## config.mk

```make
export PLATFORM = sky130hd
export DESIGN_NAME = serial_transceiver
export DESIGN_NICKNAME = d
export VERILOG_FILES = /design/src/rtl/serial_transceiver_pkg.sv /design/src/rtl/serial_transceiver_bit_tick_gen.sv /design/src/rtl/serial_transceiver.sv
export SDC_FILE = /design/constraint.sdc
export NUM_CORES = 1
export LEC_CHECK = 0
export ABC_CLOCK_PERIOD_IN_PS = 2400
export CORE_MARGIN = 2
export CORE_UTILIZATION = 54
export CTS_CLUSTER_DIAMETER = 60
export CTS_CLUSTER_SIZE = 20
export DETAILED_ROUTE_END_ITERATION = 6
export MAX_ROUTING_LAYER = met4
export PLACE_DENSITY_LB_ADDON = 0.12
export SLEW_MARGIN = 10
export SYNTH_ARGS = -nofsm -noshare
export SYNTH_HDL_FRONTEND = slang
export SYNTH_SLANG_ARGS = --single-unit
```

## constraint.sdc

```tcl
create_clock -name Clk -period 2.4 [get_ports Clk]
set_input_delay 0.24 -clock Clk [delete_from_list [all_inputs] [get_ports Clk]]
set_output_delay 0.24 -clock Clk [all_outputs]
set_load 0.02 [all_outputs]
```

## src/rtl/serial_transceiver_pkg.sv

```systemverilog
// Shared definitions for the serial transmit path and its flow controller.
package serial_transceiver_pkg;

  localparam int DEF_DATA_WIDTH = 8;
  localparam int DEF_BIT_CYCLES = 4;

  // One-hot transmitter states
  typedef enum logic [4:0] {
    IDLE  = 5'b00001,
    START = 5'b00010,
    DATA  = 5'b00100,
    STOP  = 5'b01000,
    DONE  = 5'b10000
  } tx_state_t;

endpackage

```

## src/rtl/serial_transceiver_bit_tick_gen.sv

```systemverilog
// Bit-period counter: counts 0..BIT_CYCLES-1 while enabled, pulses tick on
// the last count of each period, and restarts from 0 whenever disabled.
module bit_tick_gen
  import serial_transceiver_pkg::*;
#(
  parameter int BIT_CYCLES = DEF_BIT_CYCLES
) (
  input  logic Clk,
  input  logic Reset,
  input  logic enable,
  output logic tick
);

  localparam int CW = (BIT_CYCLES > 1) ? $clog2(BIT_CYCLES) : 1;
  localparam logic [CW-1:0] LAST = CW'(BIT_CYCLES - 1);

  logic [CW-1:0] count;

  assign tick = enable && (count == LAST);

  // Period counter, wraps at LAST and is held at 0 when disabled
  always_ff @(posedge Clk or posedge Reset) begin
    if (Reset) begin
      count <= '0;
    end else if (!enable || (count == LAST)) begin
      count <= '0;
    end else begin
      count <= count + CW'(1);
    end
  end

endmodule

```

## src/rtl/serial_transceiver.sv

```systemverilog
// Serial transmitter: double-buffered parallel word, framed as start bit,
// MSB-first data bits and stop bit, each held BIT_CYCLES clocks.
module serial_transceiver
  import serial_transceiver_pkg::*;
#(
  parameter int DATA_WIDTH = DEF_DATA_WIDTH,
  parameter int BIT_CYCLES = DEF_BIT_CYCLES
) (
  input  logic                  Clk,
  input  logic                  Reset,
  input  logic [DATA_WIDTH-1:0] DataIn,
  input  logic                  SampleData,
  input  logic                  TxData,
  input  logic                  Active,
  output logic                  Dout,
  output logic                  TxBusy,
  output logic                  TxDone
);

  localparam int IW = (DATA_WIDTH > 1) ? $clog2(DATA_WIDTH) : 1;

  tx_state_t             state;
  logic [DATA_WIDTH-1:0] hold;
  logic [DATA_WIDTH-1:0] shift;
  logic [IW-1:0]         bit_idx;
  logic                  tx_prev;
  logic                  tick;
  logic                  tick_en;
  logic                  start_cond;

  assign tick_en    = Active && (state inside {START, DATA, STOP});
  assign start_cond = (state == IDLE) && Active && TxData && !tx_prev;

  bit_tick_gen #(
    .BIT_CYCLES(BIT_CYCLES)
  ) u_bit_tick (
    .Clk   (Clk),
    .Reset (Reset),
    .enable(tick_en),
    .tick  (tick)
  );

  // Hold register and TxData edge history, updated every cycle
  always_ff @(posedge Clk or posedge Reset) begin
    if (Reset) begin
      hold    <= '0;
      tx_prev <= 1'b0;
    end else begin
      tx_prev <= TxData;
      if (SampleData) begin
        hold <= DataIn;
      end
    end
  end

  // Frame sequencer; outputs are registered from the state held during the
  // previous cycle, so the start bit appears one edge after the start
  // condition and TxDone pulses on the edge that leaves DONE. An abort
  // bypasses that lag and forces the idle outputs at once.
  always_ff @(posedge Clk or posedge Reset) begin
    if (Reset) begin
      state   <= IDLE;
      shift   <= '0;
      bit_idx <= '0;
      Dout    <= 1'b1;
      TxBusy  <= 1'b0;
      TxDone  <= 1'b0;
    end else if (!Active && (state != IDLE)) begin
      state   <= IDLE;
      bit_idx <= '0;
      Dout    <= 1'b1;
      TxBusy  <= 1'b0;
      TxDone  <= 1'b0;
    end else begin
      Dout   <= (state == START) ? 1'b0 :
                (state == DATA)  ? shift[DATA_WIDTH-1] : 1'b1;
      TxBusy <= (state inside {START, DATA, STOP});
      TxDone <= (state == DONE);
      case (state)
        IDLE: begin
          if (start_cond) begin
            state   <= START;
            shift   <= SampleData ? DataIn : hold;
            bit_idx <= IW'(DATA_WIDTH - 1);
          end
        end
        START: begin
          if (tick) state <= DATA;
        end
        DATA: begin
          if (tick) begin
            shift <= shift << 1;
            if (bit_idx == '0) begin
              state <= STOP;
            end else begin
              bit_idx <= bit_idx - IW'(1);
            end
          end
        end
        STOP: begin
          if (tick) state <= DONE;
        end
        DONE: begin
          state <= IDLE;
        end
        default: begin
          state <= IDLE;
        end
      endcase
    end
  end

endmodule
```

==> impl_metrics.env, run 1 <==
export IMPL_syn_area_mm2=0.00144
export IMPL_path_max_fanout=11
export IMPL_finalSetupViolCount=0
export IMPL_worstMarginPinSlew_ps=548
export IMPL_worstHoldPathType="primary input to asynchronous set/reset pin"
export IMPL_hpwl_um=1730
export IMPL_yosysWarnings=0
export IMPL_grt_use_total_pct=18.4
export IMPL_r2r_slack_ps=530
export IMPL_yosysSeqAreaShare_pct=52.5
export IMPL_layout_commonest_cell="dfrtp_1"
export IMPL_coreArea_mm2=0.00250
export IMPL_syn_num_nets=140
export IMPL_wl_met2_um=1190
export IMPL_maxCapViolCount=0
export IMPL_port_buffers=15
export IMPL_gp_congestion=0.860
export IMPL_fin_tns_setup_ps=0
export IMPL_grt_overflow_total=0
export IMPL_worstSetupEndpointType="flip-flop"
export IMPL_cts_sinks=30
export IMPL_ant_nets=0
export IMPL_layout_nets=161
export IMPL_crit_required_ps=2620
export IMPL_fin_area_mm2=0.00170
export IMPL_status="finished, final reports clean"
export IMPL_dr_total_vias=975
export IMPL_mostFrequentLayoutCells="dfrtp_1, nor2_1, clkdlybuf4s50_1"
export IMPL_worstRegToRegCells=6
export IMPL_vdd_drop_max_uv=647
export IMPL_leakage_nw=0.783
export IMPL_grt_first_pass_wirelength_um=4090
export IMPL_cts_reportedPaths_clkPinSlew_ps=100
export IMPL_synth_seq_cells=30
export IMPL_place_area_mm2=0.00162
export IMPL_syn_instance_count=124
export IMPL_grt_max_degree=31
export IMPL_cp_start_kind="flip-flop"
export IMPL_dr_wl_met3_um=121
export IMPL_crit_reg2reg_launch="state[2]"
export IMPL_cts_htree_levels=2
export IMPL_ios=16
export IMPL_rsz0062_at_grt="no"
export IMPL_finalMaxSlewViolations=0
export IMPL_finalCritPeriodShare_pct=78.0
export IMPL_drc=0
export IMPL_diodes=0
export IMPL_hold_violations=0
export IMPL_max_freq_mhz=534
export IMPL_cts_hold_buf=0
export IMPL_start_util_pct=57.4
export IMPL_drt_iter0_drc=11
export IMPL_path_class="flip-flop to flip-flop"
export IMPL_root_buffer="clkbuf_4"
export IMPL_grt_pass1_vias=933
export IMPL_row_count=18
export IMPL_cts_tree="yes"
export IMPL_die_h_um=55.6
export IMPL_clk_path_buf_depth=2
export IMPL_antenna_found_initial=0
export IMPL_period_minus_slack_ps=1870
export IMPL_arrival_ps=2090
export IMPL_ys_types=33
export IMPL_numCtsBuffers=5
export IMPL_clkLatencyLatePin_ps=330
export IMPL_dieArea_mm2=0.00309
export IMPL_firstDrtPassIters=4
export IMPL_synth_area_per_cell_um2=11.6
export IMPL_slew_headroom_pct=63.4
export IMPL_clock_skew_ps=14.9
export IMPL_routed_top_layer="met4"
export IMPL_wl_met1_um=1090
export IMPL_wirelength_um=2420
export IMPL_areaGrowthSynthToFinish_pct=18.5
export IMPL_cts_setup_buffers=0
export IMPL_drive_gt1_share_pct=22.6
export IMPL_die_x_um=55.6
export IMPL_avgViaCountPerCell=5.54
export IMPL_regToRegEndpoint="bit_idx[1]"
export IMPL_post_cts_resized=0
export IMPL_wl_per_cell_um=13.8
export IMPL_power_density_mw_per_mm2=908
==> stage by stage <==
step                std cells  power [mW]  util [%]  setup slack, ps  hold slack [ps]
floorplan                 124        1.04         -              665              271
global placement          168        1.12      64.6              422              438
detailed placement        168        1.14      64.6              391              428
CTS                       176        1.56      68.0              518              270
global route              176        1.65      68.0              399              280
finish                    176        1.54      68.0              529              271
==> area by class of cell <==
class | instances | area [um2]
multi-input combinational | 85 | 637
inverter | 6 | 22.5
clock buffer | 7 | 55.1
fill | 204 | 800
tap | 30 | 37.5
timing repair buffer | 17 | 165
clock inverter | 1 | 30.0
sequential | 30 | 753
==> worst max path at each step <==
stage	cells past startpoint	to	start	slack (ps)
after detailed placement	6	bit_idx[0]	Active	390
after floorplan	7	bit_idx[0]	state[2]	670
after global placement	6	bit_idx[1]	Active	420
after global routing	6	bit_idx[1]	state[2]	400
final	6	bit_idx[1]	state[2]	530
after CTS	6	bit_idx[0]	state[2]	520
==> cells in the mapped netlist, drive strengths merged <==
master	n	area, um2
ha	3	37.5
o32a	1	10.0
xor2	2	17.5
and3b	1	8.76
nor2	18	72.6
a21oi	14	81.3
mux2i	8	80.1
nand2	4	15.0
o2111ai	1	15.0
clkbuf	1	3.75
nand4	2	18.8
o21ai	3	18.8
nor2b	2	12.5
nand3	1	5.00
buf	2	18.8
inv	6	22.5
and4	1	8.76
dfrtp	28	701
mux2	11	124
a22o	1	8.76
o31ai	1	21.3
a22oi	1	21.3
a31oi	1	6.26
nor3	4	20.0
nand3b	2	15.0
dfstp	2	52.6
and3	3	18.8
==> cells by family (layout without fill, tap and decap cells) <==
kind of cell	Yosys count	after routing	synth area share [%]
AO/OA/AOI/OAI	23	23	12.7
XOR/XNOR	2	2	1.22
adder cells (fa/ha/maj)	3	3	2.62
buffers and inverters	9	31	3.14
flip-flops	30	30	52.5
multiplexers	19	19	14.2
AND/OR/NAND/NOR	38	38	13.6
==> sequential cells by signal (all words and copies together), names as in the netlist <==
name and cells:
hold 8, shift 8, TxBusy 1, u_bit_tick.count 2
tx_prev 1, TxDone 1, bit_idx 3, Dout 1
state 5
==> report_power, final <==
part / internal, mW / switching (mW)
Clock: 0.249 / 0.168
Combinational: 0.208 / 0.212
Sequential: 0.626 / 0.0821
Total: 1.08 / 0.462
==> metal layers <==
metal | up-vias | GRT usage (%)
li1 | 483 | -
met3 | 4 | 8.67
met1 | 468 | 19.8
met2 | 20 | 28.9
met4 | 0 | 8.01
met5 | - | -
==> worst max-delay path, stage by stage, from the launching register on <==
cell and delay (ps):
dfrtp_1 520, o21ai_0 270, o2111ai_2 220, inv_2 160, a21oi_2 80, nor2_1 170, mux2_2 350
(Power assumes the default switching activity.)
==> inputs of run 2 (changes only) <==
--- a/config.mk
+++ b/config.mk
@@ -5,9 +5,9 @@
 export SDC_FILE = /design/constraint.sdc
 export NUM_CORES = 1
 export LEC_CHECK = 0
-export ABC_CLOCK_PERIOD_IN_PS = 2400
+export ABC_CLOCK_PERIOD_IN_PS = 1700
 export CORE_MARGIN = 2
-export CORE_UTILIZATION = 54
+export CORE_UTILIZATION = 49
 export CTS_CLUSTER_DIAMETER = 60
 export CTS_CLUSTER_SIZE = 20
 export DETAILED_ROUTE_END_ITERATION = 6
==> constraint.sdc (replaced) <==
create_clock -name Clk -period 1.7 [get_ports Clk]
set_input_delay 0.17 -clock Clk [delete_from_list [all_inputs] [get_ports Clk]]
set_output_delay 0.17 -clock Clk [all_outputs]
set_load 0.02 [all_outputs]
==> impl_metrics.env, run 2 (synthesis gave the netlist of run 1 again) <==
export IMPL_firstDrtPassIters=3
export IMPL_finalCritPeriodShare_pct=96.5
export IMPL_layout_commonest_cell="dfrtp_1"
export IMPL_grt_use_total_pct=18.7
export IMPL_vdd_drop_max_uv=1100
export IMPL_critPathMaxStageDelay_ps=580
export IMPL_r2r_slack_ps=60
export IMPL_rsz0062_at_grt="yes"
export IMPL_path_class="flip-flop to flip-flop"
export IMPL_port_buffers=15
export IMPL_ant_nets=0
export IMPL_clock_skew_ps=9.47
export IMPL_arrival_ps=1860
export IMPL_drc=0
export IMPL_cts_htree_levels=2
export IMPL_drt_iter0_drc=26
export IMPL_diodes=0
export IMPL_clk_path_buf_depth=2
export IMPL_final_cells=194
export IMPL_finalSetupViolCount=0
export IMPL_power_density_mw_per_mm2=1270
export IMPL_largestRegisters="hold x8, shift x8, state x5"
export IMPL_dieArea_mm2=0.00338
export IMPL_die_x_um=58.1
export IMPL_crit_path_start="state[0]"
export IMPL_coreArea_mm2=0.00278
export IMPL_path_max_fanout=5
export IMPL_ios=16
export IMPL_hold_slack_ps=198
export IMPL_finalMaxSlewViolations=0
export IMPL_mostFrequentLayoutCells="dfrtp_1, buf_4, nor2_1, clkdlybuf4s50_1, a21oi_1"
export IMPL_worstMarginPinSlew_ps=401
export IMPL_crit_reg2reg_launch="state[0]"
export IMPL_maxCapViolCount=0
export IMPL_grt_overflow_total=0
export IMPL_regToRegEndpoint="bit_idx[0]"
export IMPL_grt_max_degree=31
export IMPL_antenna_found_initial=0
export IMPL_wirelength_um=2690
export IMPL_hpwl_um=1890
export IMPL_period_minus_slack_ps=1640
export IMPL_root_buffer="clkbuf_4"
export IMPL_die_h_um=58.1
export IMPL_drive_gt1_share_pct=34.4
export IMPL_wl_per_cell_um=13.9
export IMPL_crit_required_ps=1920
export IMPL_cts_reportedPaths_clkPinSlew_ps=100
export IMPL_grt_first_pass_wirelength_um=4450
export IMPL_cp_endpoint="bit_idx[0]"
export IMPL_gp_congestion=0.773
export IMPL_numCtsBuffers=5
export IMPL_post_route_util_pct=66.8
export IMPL_worstHoldPathType="primary input to asynchronous set/reset pin"
export IMPL_avgViaCountPerCell=5.29
export IMPL_areaGrowthSynthToFinish_pct=29.5
export IMPL_worstRegToRegCells=5
export IMPL_cts_hold_buf=0
export IMPL_start_util_pct=51.6
export IMPL_dp_cells=185
export IMPL_slew_headroom_pct=73.2
export IMPL_cp_start_kind="flip-flop"
export IMPL_clkLatencyLatePin_ps=330
export IMPL_path_cells="xor2_1 -> nand3b_1 -> a22o_1 -> nor2_2 -> mux2_4"
export IMPL_row_count=19
export IMPL_dr_total_vias=1027
export IMPL_max_freq_mhz=610
export IMPL_cts_sinks=30
export IMPL_layout_nets=179
export IMPL_leakage_nw=0.880
export IMPL_status="finished, final reports clean"
export IMPL_hold_violations=0
export IMPL_worstSetupEndpointType="flip-flop"
export IMPL_cpMaxStageDelayCell="dfstp_2"
export IMPL_cts_tree="yes"
export IMPL_grt_pass1_vias=1032
export IMPL_fin_tns_setup_ps=0
## run 2: cell types whose count changed in the layout (fill, tap and decap cells not counted), moves of 2 or more
cell / previous run / this run
dfrtp_1: 28 / 26
dfrtp_2: 0 / 2
mux2_4: 0 / 2
mux2_2: 11 / 9
buf_4: 2 / 19
## run 2: what timing repair did
| item | 4_1_cts | 5_1_grt |
|---|---|---|
| gates resized for setup | 2 | 7 |
| buffers inserted | 0 | 2 |
| endpoints found under the setup margin | 3 | 12 |
## run 2: worst min path at each step
stage | to | slack, ps | cells past startpoint | startpoint
finish | shift[3] | 200 | 3 | Reset
global route | shift[3] | 240 | 3 | Reset
CTS | hold[4] | 210 | 3 | Reset
detailed placement | u_bit_tick.count[0] | 430 | 1 | u_bit_tick.count[0]
global placement | u_bit_tick.count[0] | 430 | 1 | u_bit_tick.count[0]
floorplan | tx_prev | 200 | 0 | TxData
## run 2: worst max-delay path: cells and delay by family, from the launching register on
kind,cells,cell delay [ps]
flops,1,580
mux,1,320
simple gates,2,270
compound gates,1,220
xor+xnor,1,150
## run 2: where the power goes
| group | switching, mW | internal (mW) | total (mW) | leakage (nW) |
|---|---|---|---|---|
| logic | 0.350 | 0.430 | 0.780 | 0.482 |
| registers | 0.104 | 0.887 | 0.992 | 0.353 |
| clock network | 0.244 | 0.342 | 0.586 | 0.0443 |
| total | 0.698 | 1.66 | 2.36 | 0.880 |
## run 2: stage by stage
step                      power, mW  setup WS, ps  area [um2]
final                          2.36          59.3        1860
after global placement         1.68         -82.0        1740
after CTS                      2.30          23.8        1820
after floorplan                1.47          23.7        1440
after global routing           2.52         -4.72        1860
after detailed placement       1.71          -132        1740
## run 2: area by class of cell
| type | instances | area, um2 |
|---|---|---|
| Clock buffer | 6 | 51.3 |
| Clock inverter | 1 | 30.0 |
| Fill cell | 226 | 923 |
| Inverter | 6 | 22.5 |
| Multi-Input combinational cell | 85 | 656 |
| Sequential cell | 30 | 756 |
| Tap cell | 31 | 38.8 |
| Timing Repair Buffer | 35 | 304 |
## run 2: routing by layer
layer	share of wire [%]	GRT usage, %	vias to the layer above
met5	0	-	-
met2	49	29.1	15
met4	1.3	5.98	0
met3	4.1	8.04	4
li1	-	-	511
met1	46	22.1	497
